File: src/rtl/fetch_pc_ctrl_pkg.sv
// Shared types and helpers for the fetch PC sequencer.
package fetch_pc_ctrl_pkg;

    localparam int XLEN = 32;

    // Request sequencing: FETCH issues, WAIT expects a live response,
    // DRAIN swallows a response that a redirect has made stale.
    typedef enum logic [1:0] {
        FETCH = 2'd0,
        WAIT  = 2'd1,
        DRAIN = 2'd2
    } fetch_state_t;

    // Contents of the single output slot presented to decode.
    typedef struct packed {
        logic            valid;
        logic [31:0]     inst;
        logic [XLEN-1:0] pc;
        logic [XLEN-1:0] npc;
    } fetch_packet_t;

    // Instructions are 4-byte aligned; low address bits are dropped.
    function automatic logic [XLEN-1:0] word_align(input logic [XLEN-1:0] a);
        return {a[XLEN-1:2], 2'b00};
    endfunction

    // The I-cache is addressed in 8-byte lines.
    function automatic logic [XLEN-1:0] line_align(input logic [XLEN-1:0] a);
        return {a[XLEN-1:3], 3'b000};
    endfunction

endpackage

File: src/rtl/fetch_redirect_mux.sv
// Priority select of the next fetch PC: EX redirect, then ROB redirect,
// then branch prediction, then sequential advance, else hold.
module fetch_redirect_mux
    import fetch_pc_ctrl_pkg::*;
(
    input  logic            ex_redirect_valid,
    input  logic [XLEN-1:0] ex_redirect_pc,
    input  logic            rob_redirect_valid,
    input  logic [XLEN-1:0] rob_redirect_pc,
    input  logic            bp_take,
    input  logic [XLEN-1:0] bp_redirect_pc,
    input  logic            seq_advance,
    input  logic [XLEN-1:0] cur_pc,
    output logic            flush,
    output logic            bp_sel,
    output logic [XLEN-1:0] next_pc
);

    // A flush from either recovery source overrides any prediction.
    always_comb begin
        flush   = ex_redirect_valid | rob_redirect_valid;
        bp_sel  = bp_take & ~flush;
        next_pc = cur_pc;
        if (ex_redirect_valid) begin
            next_pc = word_align(ex_redirect_pc);
        end else if (rob_redirect_valid) begin
            next_pc = word_align(rob_redirect_pc);
        end else if (bp_take) begin
            next_pc = word_align(bp_redirect_pc);
        end else if (seq_advance) begin
            next_pc = cur_pc + 32'd4;
        end
    end

endmodule

File: src/rtl/fetch_pc_ctrl.sv
// Fetch-stage PC owner: issues one line request at a time to the I-cache,
// drops responses made stale by redirects, and presents one instruction
// per handshake to decode through a registered slot.
module fetch_pc_ctrl
    import fetch_pc_ctrl_pkg::*;
#(
    parameter logic [XLEN-1:0] RESET_PC = 32'h0000_0000
) (
    input  logic            clock,
    input  logic            reset_n,
    input  logic            ex_redirect_valid,
    input  logic [XLEN-1:0] ex_redirect_pc,
    input  logic            rob_redirect_valid,
    input  logic [XLEN-1:0] rob_redirect_pc,
    input  logic            bp_redirect_valid,
    input  logic [XLEN-1:0] bp_redirect_pc,
    input  logic            fetch_stall,
    input  logic            icache_req_ready,
    output logic            icache_req_valid,
    output logic [XLEN-1:0] icache_req_addr,
    input  logic [63:0]     icache_data,
    input  logic            icache_data_valid,
    output logic            inst_valid,
    output logic [31:0]     inst,
    output logic [XLEN-1:0] inst_pc,
    output logic [XLEN-1:0] inst_npc,
    output logic [15:0]     squash_count
);

    fetch_state_t    state_q, state_d;
    logic [XLEN-1:0] pc_q, pc_d;
    fetch_packet_t   slot_q, slot_d;
    logic [15:0]     squash_count_q, squash_count_d;

    logic flush;
    logic bp_sel;
    logic deliver;
    logic slot_free;
    logic req_valid_int;
    logic req_fire;
    logic resp_load;
    logic resp_drop;

    // Handshake and request-side qualifiers; a request may go out while
    // the slot is being consumed so back-to-back delivery is possible.
    always_comb begin
        deliver       = slot_q.valid & ~fetch_stall;
        slot_free     = ~slot_q.valid | ~fetch_stall;
        req_valid_int = (state_q == FETCH) & slot_free;
        req_fire      = req_valid_int & icache_req_ready;
        resp_load     = (state_q == WAIT) & icache_data_valid & ~flush;
        resp_drop     = icache_data_valid &
                        (((state_q == WAIT) & flush) | (state_q == DRAIN));
    end

    fetch_redirect_mux u_redirect_mux (
        .ex_redirect_valid  (ex_redirect_valid),
        .ex_redirect_pc     (ex_redirect_pc),
        .rob_redirect_valid (rob_redirect_valid),
        .rob_redirect_pc    (rob_redirect_pc),
        .bp_take            (deliver & bp_redirect_valid),
        .bp_redirect_pc     (bp_redirect_pc),
        .seq_advance        (resp_load),
        .cur_pc             (pc_q),
        .flush              (flush),
        .bp_sel             (bp_sel),
        .next_pc            (pc_d)
    );

    // Next-state for the FSM, output slot and squash counter. A request
    // accepted while the PC is being redirected (flush or prediction) no
    // longer matches the PC, so its response must be drained.
    always_comb begin
        state_d        = state_q;
        slot_d         = slot_q;
        squash_count_d = squash_count_q;

        case (state_q)
            FETCH: begin
                if (req_fire) begin
                    state_d = (flush | bp_sel) ? DRAIN : WAIT;
                end
            end
            WAIT: begin
                if (icache_data_valid) begin
                    state_d = FETCH;
                end else if (flush) begin
                    state_d = DRAIN;
                end
            end
            DRAIN: begin
                if (icache_data_valid) begin
                    state_d = FETCH;
                end
            end
            default: state_d = FETCH;
        endcase

        if (flush) begin
            slot_d.valid = 1'b0;
        end else if (resp_load) begin
            slot_d.valid = 1'b1;
            slot_d.inst  = pc_q[2] ? icache_data[63:32] : icache_data[31:0];
            slot_d.pc    = pc_q;
            slot_d.npc   = pc_q + 32'd4;
        end else if (deliver) begin
            slot_d.valid = 1'b0;
        end

        if (resp_drop && (squash_count_q != 16'hFFFF)) begin
            squash_count_d = squash_count_q + 16'd1;
        end
    end

    // All sequential state, cleared asynchronously.
    always_ff @(posedge clock or negedge reset_n) begin
        if (!reset_n) begin
            state_q        <= FETCH;
            pc_q           <= word_align(RESET_PC);
            slot_q         <= '0;
            squash_count_q <= 16'd0;
        end else begin
            state_q        <= state_d;
            pc_q           <= pc_d;
            slot_q         <= slot_d;
            squash_count_q <= squash_count_d;
        end
    end

    // Request valid is forced low while reset is held.
    assign icache_req_valid = req_valid_int & reset_n;
    assign icache_req_addr  = line_align(pc_q);
    assign inst_valid       = slot_q.valid;
    assign inst             = slot_q.inst;
    assign inst_pc          = slot_q.pc;
    assign inst_npc         = slot_q.npc;
    assign squash_count     = squash_count_q;

endmodule

File: config.mk
export PLATFORM = sky130hd
export DESIGN_NAME = fetch_pc_ctrl
export DESIGN_NICKNAME = d
export VERILOG_FILES = /design/src/rtl/fetch_pc_ctrl_pkg.sv /design/src/rtl/fetch_redirect_mux.sv /design/src/rtl/fetch_pc_ctrl.sv
export SDC_FILE = /design/constraint.sdc
export NUM_CORES = 1
export LEC_CHECK = 0
export ABC_AREA = 1
export BUFFER_PORTS_ARGS = -buffer_cell sky130_fd_sc_hd__clkbuf_2
export CORE_AREA = 4 4 166 136
export CTS_CLUSTER_SIZE = 24
export DETAILED_ROUTE_END_ITERATION = 10
export DIE_AREA = 0 0 170 140
export GPL_TIMING_DRIVEN = 0
export HOLD_SLACK_MARGIN = 0.06
export PLACE_DENSITY = 0.73
export SYNTH_ARGS = -nofsm -noshare
export SYNTH_HDL_FRONTEND = slang
export SYNTH_SLANG_ARGS = --single-unit
File: constraint.sdc
create_clock -name clock -period 3.24 [get_ports clock]
set_input_delay 0.324 -clock clock [delete_from_list [all_inputs] [get_ports clock]]
set_output_delay 0.324 -clock clock [all_outputs]
set_load 0.1 [all_outputs]
; After elaboration in Yosys (flattened, before gate mapping)
; Cells that the tools add are included.
[word_totals]
reg_bits = 147
input_bits = 168
wordCells = 52
[classes]
n_addsub = 2
n_eq_ne = 6
n_mux = 14
bitwise = 17
reduce_logical = 6
[ops]
columns = cell, count
row1 = $mux W32, 5
row2 = $add A32 B3 Y32 const B, 1
row3 = $add A16 B1 Y16 const B, 1
row4 = $ne A16 B16 Y1 const B, 1
row5 = $and A1 B1 Y1, 10
row6 = $mux W2, 5
row7 = $pmux W2 S3, 1
row8 = $ne A2 B2 Y1 const B, 2
row9 = $or A1 B1 Y1, 4
row10 = $reduce_bool A4 Y1, 1
row11 = $mux W1, 3
row12 = $ne A3 B3 Y1 const B, 1
row13 = $not A1 Y1, 3
row14 = $reduce_and A3 Y1, 1
row15 = $reduce_bool A3 Y1, 1
row16 = $eq A2 B1 Y1 const B, 1
row17 = $eq A2 B2 Y1 const B, 1
row18 = $logic_not A2 Y1, 1
row19 = $reduce_and A2 Y1, 1
row20 = $logic_and A1 B1 Y1, 1

; Longest topological paths before layout
; Gate-level depths: netlist of run 1.
[depth]
ltp_word = 8
mapped_depth = 12
depth_no_buf = 12

; Hierarchy
; Synthesis of run 1 repeated with hierarchy kept, for this count alone.
[unflattened]
hier_cells = 1207
hier_area_um2 = 8548.2
[modules_own_cells]
columns = module, instances, cells_each, area_each_um2
row1 = fetch_pc_ctrl, 1, 830, 6718.9
row2 = fetch_redirect_mux, 1, 377, 1829.3

; Least setup slack after synthesis of run 1
; OpenSTA, ideal clock, no wires.
[synth_timing]
path_type = register -> output
startpoint = reg slot_q (netlist bit inst_valid)
endpoint = out icache_req_valid
arrival_ns = 2.280
t_required_ns = 2.916
setup_slack_ns = 0.636
path_stages_with_launch = 4
path_buffers = 0
cell_sequence = dfrtp_1 -> nand2_1 -> inv_1 -> nor2_1
[synth_via]
elab_chain_cells = 4
[synth_lines]
columns = element, line_no
row1 = from (decl), fetch_pc_ctrl.sv:32  ; fetch_packet_t slot_q, slot_d;
row2 = from (signal assigned), fetch_pc_ctrl.sv:125  ; slot_q <= slot_d;
row3 = $not A1 Y1, fetch_pc_ctrl.sv:48  ; slot_free = ~slot_q.valid | ~fetch_stall;
row4 = $or A1 B1 Y1, fetch_pc_ctrl.sv:48
row5 = $and A1 B1 Y1, fetch_pc_ctrl.sv:49  ; req_valid_int = (state_q == FETCH) & slot_free;
row6 = $and A1 B1 Y1, fetch_pc_ctrl.sv:131  ; assign icache_req_valid = req_valid_int & reset_n;
row7 = to (decl), fetch_pc_ctrl.sv:19  ; output logic icache_req_valid,
; No other way between the ends.

; Final worst setup path of run 1
[layout_timing]
startpoint = in reset_n
endpoint = out icache_req_valid
[layout_via]
elab_chain_cells = 1
[layout_lines]
columns = element, line_no
row1 = from (decl), fetch_pc_ctrl.sv:10  ; input logic reset_n,
row2 = $and A1 B1 Y1, fetch_pc_ctrl.sv:131
; No other way between the ends.

==> results of run 1 <==
## cell usage in the layout, fill, tap and decap left out, types with 2 or more instances in the layout
master	synthesis	final
clkinvlp_4	0	4
nor2_1	120	120
inv_1	99	99
a31oi_1	21	21
a21oi_1	33	33
clkbuf_16	0	17
clkbuf_8	0	2
clkbuf_2	0	297
o21ai_1	24	24
nand2_2	5	5
nand4_1	4	4
nand2_1	352	352
nand2_4	2	2
xor2_1	11	11
inv_6	0	4
nor2_4	5	5
inv_2	5	5
nand3_1	50	50
xnor2_1	6	6
or2_2	8	8
buf_2	25	25
clkbuf_1	23	23
clkinv_2	0	4
conb_1	1	7
nand3b_1	3	3
buf_4	37	37
nor2_2	7	7
nor3_1	7	7
ha_1	2	2
diode_2	0	2
o21ai_0	121	121
dfrtp_1	141	141
## metal layers
metal  global-route usage  share of wire  vias to the layer above
met5               0.0166         0.0017                        -
met2                0.371           0.43                      360
met3               0.0624          0.090                       46
li1                     -              -                     4196
met1                0.362           0.46                     3904
met4               0.0857          0.024                        2
## worst max-delay path: stages
cell,delay [ns]
dlygate4sd3_1,0.54
clkbuf_8,0.34
nand2_1,0.11
nor2_1,0.09
clkbuf_2,0.46
## kinds of logic after synthesis
group,count (synthesis)
simple gates,568
compound gates,207
flops,141
other cells,1
buf+inv,191
xor+xnor,17
fa+ha+maj,2
## layout make-up
cell class | count | area share
antenna | 2 | 0.000476
buffer | 85 | 0.0465
clock buffer | 18 | 0.0418
clock inverter | 13 | 0.0110
inverter | 106 | 0.0381
multi-input combinational | 801 | 0.347
sequential | 141 | 0.336
tap | 275 | 0.0327
timing repair buffer | 300 | 0.146
## report_power, final
group	total [mW]	internal, mW	leakage (nW)	switching [mW]
Clock	1.85	1.07	0.265	0.778
Combinational	6.48	0.944	3.62	5.53
Sequential	2.85	2.36	1.80	0.498
## worst paths after layout
path                                         from                            to  depth (start not counted)
max                                       reset_n              icache_req_valid                          5
min                             icache_data_valid        state_q[1]$_DFFE_PN0P_                          2
max reg2reg                inst_valid$_DFFE_PN0P_          pc_q[13]$_DFFE_PN0P_                          7
min reg2reg                inst_pc[5]$_DFFE_PN0P_        inst_pc[5]$_DFFE_PN0P_                          2
max in group asynchronous                 reset_n  squash_count[12]$_DFFE_PN0P_                          3
min in group asynchronous                 reset_n       inst_pc[25]$_DFFE_PN0P_                          2
## flip-flops by register name (all words and copies together) (netlist names)
register / count
inst: 32
state_q: 2
inst_pc: 30
inst_valid: 1
squash_count: 16
inst_npc: 30
pc_q: 30
## metrics by stage
step / power, mW / hold slack (ns) / cell area, um^2
after floorplan: 8.11 / 0.0284 / 8070
after CTS: 11.2 / 0.163 / 10500
after detailed placement: 9.36 / 0.267 / 9940
final: 11.2 / 0.187 / 10500
after global placement: 9.29 / 0.465 / 9910
after global routing: 11.7 / 0.175 / 10500
## repair_timing
item                                    CTS  global route
hold buffers                              1             0
hold endpoints to repair                 37             0
endpoints found under the setup margin    0             0
## synthesized netlist by cell type, drive strengths merged, types with 2 or more instances
library cell,number,share of area
nand2,359,0.17
o21ai,145,0.090
dfrtp,141,0.44
nor2,132,0.068
inv,105,0.049
buf,62,0.050
nand3,52,0.035
a21oi,34,0.023
clkbuf,23,0.011
a31oi,21,0.016
xor2,11,0.012
nor3,8,0.0056
or2,8,0.0062
xnor2,6,0.0065
nand4,4,0.0031
nand3b,3,0.0028
ha,2,0.0031
==> metrics.txt, run 1 <==
status=completed; Tot GR Track Use=0.252; ys flop type=dfrtp_1; Detailed Routing Iterations Pass 1=5; Routed Antenna Nets=0; Final Wtd Congestion=0.971; TritonCTS clock tree=built; crit share post-route=0.687; largest family of logic cells by synthesized area=simple AND/OR/NAND/NOR gates; Die Footprint=0.0238 mm^2; Layout Skew=0.0115 ns; post-layout minimum cycle time=2.23 ns; CTS Buf Count=17; Cells after Synth=1127; Worst-Margin Slew=0.772 ns; final hold vios=0; Root Buffer=clkbuf_16; Reg area=0.00353 mm^2; Initial DRC Count=755; syn_area_per_cell=7.14 um^2; Final Non-Filler Cells=1741; largest net degree at the start of global routing=105; ratio of cells with drive above 1 in the final layout=0.293; setup violators final=0; DP Worst Slack=1.27 ns; grt ovf=0; TritonCTS Sinks=141; filler instances=2166; Synth Cell Area=0.00805 mm^2; post-cts sizing count=0; port bufs=298; utilization after layout=0.499; CP max FO=39; area growth from synthesis to layout=30.6%; max cap viols=0; footprint of the multi-input gates=0.00365 mm^2; critical path startpoint category=input pin; post-synthesis xor/xnor area fraction=0.0185; initial antenna violation count=1; vias in the first global route=8319; compound-gate portion of the synthesized area=0.136; core area=0.0211 mm^2; WL final=30300 um; arrival time at the worst endpoint=1.90 ns; Chip Height=140 um; Synth Area in Adders=0.00311; number of flops mapped to enable cells by yosys=0; Clk Latency, worst-skew pair=0.43 ns; post-synthesis mux area share=0; Worst-path clk slew=0.06 ns; f_max=449 MHz; synth unique cells=40; htree depth=4; first-pass GRT wire length=46400 um; die width=170 um; WP data required=2.92 ns; number of cell rows=48; IR drop worst, VDD=0.000841 V; DRC Markers=0; placed cells=1707; critical path class=input pin to output pin; Max clock buf depth=2; reg2reg setup slack=1.22 ns; DP HPWL=24200 um; Post-CTS Repair Setup Buffers=0; post-synthesis simple-gate area fraction=0.293; vias per cell=4.89; Seq cells post-synth=141; Initial Utilization=0.382; TNS Setup=0 ns; Yosys Warn Count=0; WL/cell=17.4 um; final net count=1622; ys async rst share=1.00; worst hold path class=input pin to flop; Slew HR=0.485; Seq/Total Area, Yosys=0.438; worst setup margin=1.01 ns; number of I/O pins=314; DR vias=8508; Crit. End Element=output pin; LEAKAGE=5.69 nW; Cell Pwr Density=1060 mW/mm^2; Final Slew Violations=0; RSZ-0062 raised after global routing=no
No activity file was read; power rests on OpenSTA's default activity.
==> run 2: changes to the inputs <==
- ABC_AREA: 1 -> 0
- CORE_AREA: 4 4 166 136 -> 4 4 162 133
- DIE_AREA: 0 0 170 140 -> 0 0 166 137
- PLACE_DENSITY: 0.73 -> 0.76
- clock period: 3.24 -> 2.02 ns (I/O delays scaled with it)
==> run 2 against run 1 <==
  * Via count decreased by 6.8%
  * Worst hold slack worse by 0.14 ns
  * Routed wire length is 0.56% higher
  * Synthesized cell count decreased by 25%
  * Register-to-register slack lost 1.2 ns
  * First-iteration DRC count is 11% lower
  * Setup slack worse by 0.98 ns
  * Sequential power rose by 33%
  * Sequential share of layout area down 0.74 points
  * Largest cell class unchanged
  * Highest routed layer is now met4
==> metrics.txt, run 2 <==
critical path startpoint category=flop; ys flop type=dfrtp_1; TritonCTS Sinks=141; ys async rst share=1.00; die width=166 um; Final Wtd Congestion=0.944; Max clock buf depth=2; Combinational Power Share=0.451; initial antenna violation count=0; Synth Cell Area=0.00763 mm^2; TritonCTS clock tree=built; Tot GR Track Use=0.259; Cell Area, Placed=0.00960 mm^2; number of I/O pins=314; Seq/Total Area, Yosys=0.463; core area=0.0197 mm^2; Routed Antenna Nets=0; Seq cells post-synth=141; worst hold path class=input pin to flop; commonest non-fill, non-tap cell in the layout=clkbuf_2; grt ovf=0; Clk network pwr share=0.255; post-layout minimum cycle time=1.99 ns; Chip Height=137 um; Int Pwr=6.43 mW; setup violators final=0; Seq pwr share=0.293; status=completed; R2R depth=6; vias in the first global route=7956; crit share post-route=0.983; hold depth=3; most frequent cell after synthesis=nand2_1; largest cells by area after synthesis=dfrtp_1, nand2_1, o21ai_0; Yosys Warn Count=0; Net Sw Frac=0.504; synth unique cells=71; ratio of cells with drive above 1 in the final layout=0.415; Cell Pwr Density=1180 mW/mm^2; Root Buffer=clkbuf_16; vias per cell=5.31; largest net degree at the start of global routing=50; DR vias=7932; Layout Skew=0.0152 ns; port bufs=300; CTS Buf Count=17; Synth top cells by count=nand2_1, dfrtp_1, o21ai_0; WL/cell=20.4 um; Critical-path top delay cell=dfrtp_2; final hold vios=0; Critical Path, Cell by Cell=inv_1, nor4_4, buf_4, nand4_1, a21oi_1, o221a_2; final net count=1387; Worst-Margin Slew=0.715 ns; Detailed Routing Iterations Pass 1=7; Slew HR=0.524; Worst-path clk slew=0.06 ns; Synth top area share=0.463; utilization after layout=0.555; Initial Utilization=0.386; DRC Markers=0; DP HPWL=22900 um; IR drop worst, VDD=0.00128 V; P_sw=6.52 mW; Worst path max stage delay=0.46 ns; Final Slew Violations=0; Clk Latency, worst-skew pair=0.43 ns; number of flops mapped to enable cells by yosys=0; TNS Setup=0 ns; syn_area_per_cell=9.02 um^2; max cap viols=0; number of cell rows=46; critical path class=flop to flop; Power Total=12.9 mW; WL final=30400 um; Initial DRC Count=670; arrival time at the worst endpoint=2.35 ns; area growth from synthesis to layout=43.7%; first-pass GRT wire length=45600 um; commonest non-fill, non-tap cells in the layout=clkbuf_2, nand2_1, dfrtp_1; Die Footprint=0.0227 mm^2; hold slack=0.0491 ns; WP data required=2.38 ns; max reg flops=32; f_max=504 MHz; Crit. End Element=flop; post-route cell area=0.0110 mm^2; RSZ-0062 raised after global routing=yes; CP max FO=6; LEAKAGE=5.51 nW; top cell type by total area after synthesis=dfrtp_1; htree depth=4; Cells after Synth=846
-- run 2: cell count changes in the layout (fill, tap and decap cells not counted), sizes merged, moves of 32 or more --
cell / change
nand3: -32
nor2: -104
nand2: -174
mux2i: +34
inv: -94
o21ai: -51
-- run 2: kinds of logic after synthesis --
| family | synth area share |
|---|---|
| flip-flops | 0.463 |
| AO/OA/AOI/OAI | 0.168 |
| buffers and inverters | 0.0727 |
| XOR/XNOR | 0.0505 |
| AND/OR/NAND/NOR | 0.195 |
| multiplexers | 0.0481 |
| other | 0.000492 |
| adder cells (fa/ha/maj) | 0.00328 |
-- run 2: critical path: cells and delay by family, from the launching register on --
kind | cells | cell delay [ns]
AND/OR/NAND/NOR | 2 | 0.67
AO/OA/AOI/OAI | 2 | 0.43
buffers and inverters | 2 | 0.38
flip-flops | 1 | 0.46
-- run 2: per-layer routing --
layer,GRT usage,part of all wire,up-vias
met2,0.425,0.47,405
li1,-,-,3688
met4,0.0650,0.016,0
met1,0.334,0.42,3793
met3,0.0858,0.095,46
met5,0,0,-
-- run 2: power groups by stage --
| stage | Clock, mW | Combinational, mW | Sequential (mW) |
|---|---|---|---|
| 5_1_grt | 3.47 | 6.08 | 3.85 |
| 4_1_cts | 3.34 | 5.82 | 3.78 |
| 3_5_place_dp | 0 | 5.71 | 3.82 |
| 3_3_place_gp | 0 | 5.66 | 3.80 |
| 2_1_floorplan | 0 | 1.64 | 6.72 |
| 6_report | 3.31 | 5.85 | 3.79 |
-- run 2: per-stage QoR --
| stage | std cells | worst slack [ns] |
|---|---|---|
| 3_5_place_dp | 1417 | -0.856 |
| 4_1_cts | 1488 | -0.0305 |
| 3_3_place_gp | 1416 | -2.30 |
| 5_1_grt | 1494 | -0.0166 |
| 2_1_floorplan | 852 | -0.0265 |
| 6_report | 1495 | 0.0345 |
-- run 2: layout make-up --
class	count	area (um^2)
Clock buffer	20	447
Fill cell	1808	8780
Tap cell	264	330
Multi-Input combinational cell	605	3800
Antenna cell	1	2.50
Timing Repair Buffer	349	1990
Buffer	91	588
Inverter	12	45.0
Sequential cell	141	3600
Clock inverter	12	161
-- run 2: worst paths after layout --
| kind | endpoint | slack [ns] | startpoint |
|---|---|---|---|
| setup / recovery | pc_q[23]$_DFFE_PN0P_ | 0.03 | pc_q[19]$_DFFE_PN0P_ |
| hold / removal | pc_q[15]$_DFFE_PN0P_ | 0.05 | rob_redirect_pc[15] |
| setup reg to reg | pc_q[23]$_DFFE_PN0P_ | 0.03 | pc_q[19]$_DFFE_PN0P_ |
| hold reg to reg | inst_pc[2]$_DFFE_PN0P_ | 0.47 | inst_pc[2]$_DFFE_PN0P_ |
| max in group asynchronous | inst[31]$_DFFE_PN0P_ | 1.29 | reset_n |
| min in group asynchronous | inst_pc[28]$_DFFE_PN0P_ | 0.35 | reset_n |
-- run 2: what timing repair did --
item	CTS	global route
pin swaps	9	15
endpoints found under the hold margin	56	0
setup buffers	24	6
gates cloned	1	0
setup endpoints to repair	123	99
hold buffers	17	0
resized for setup	66	60
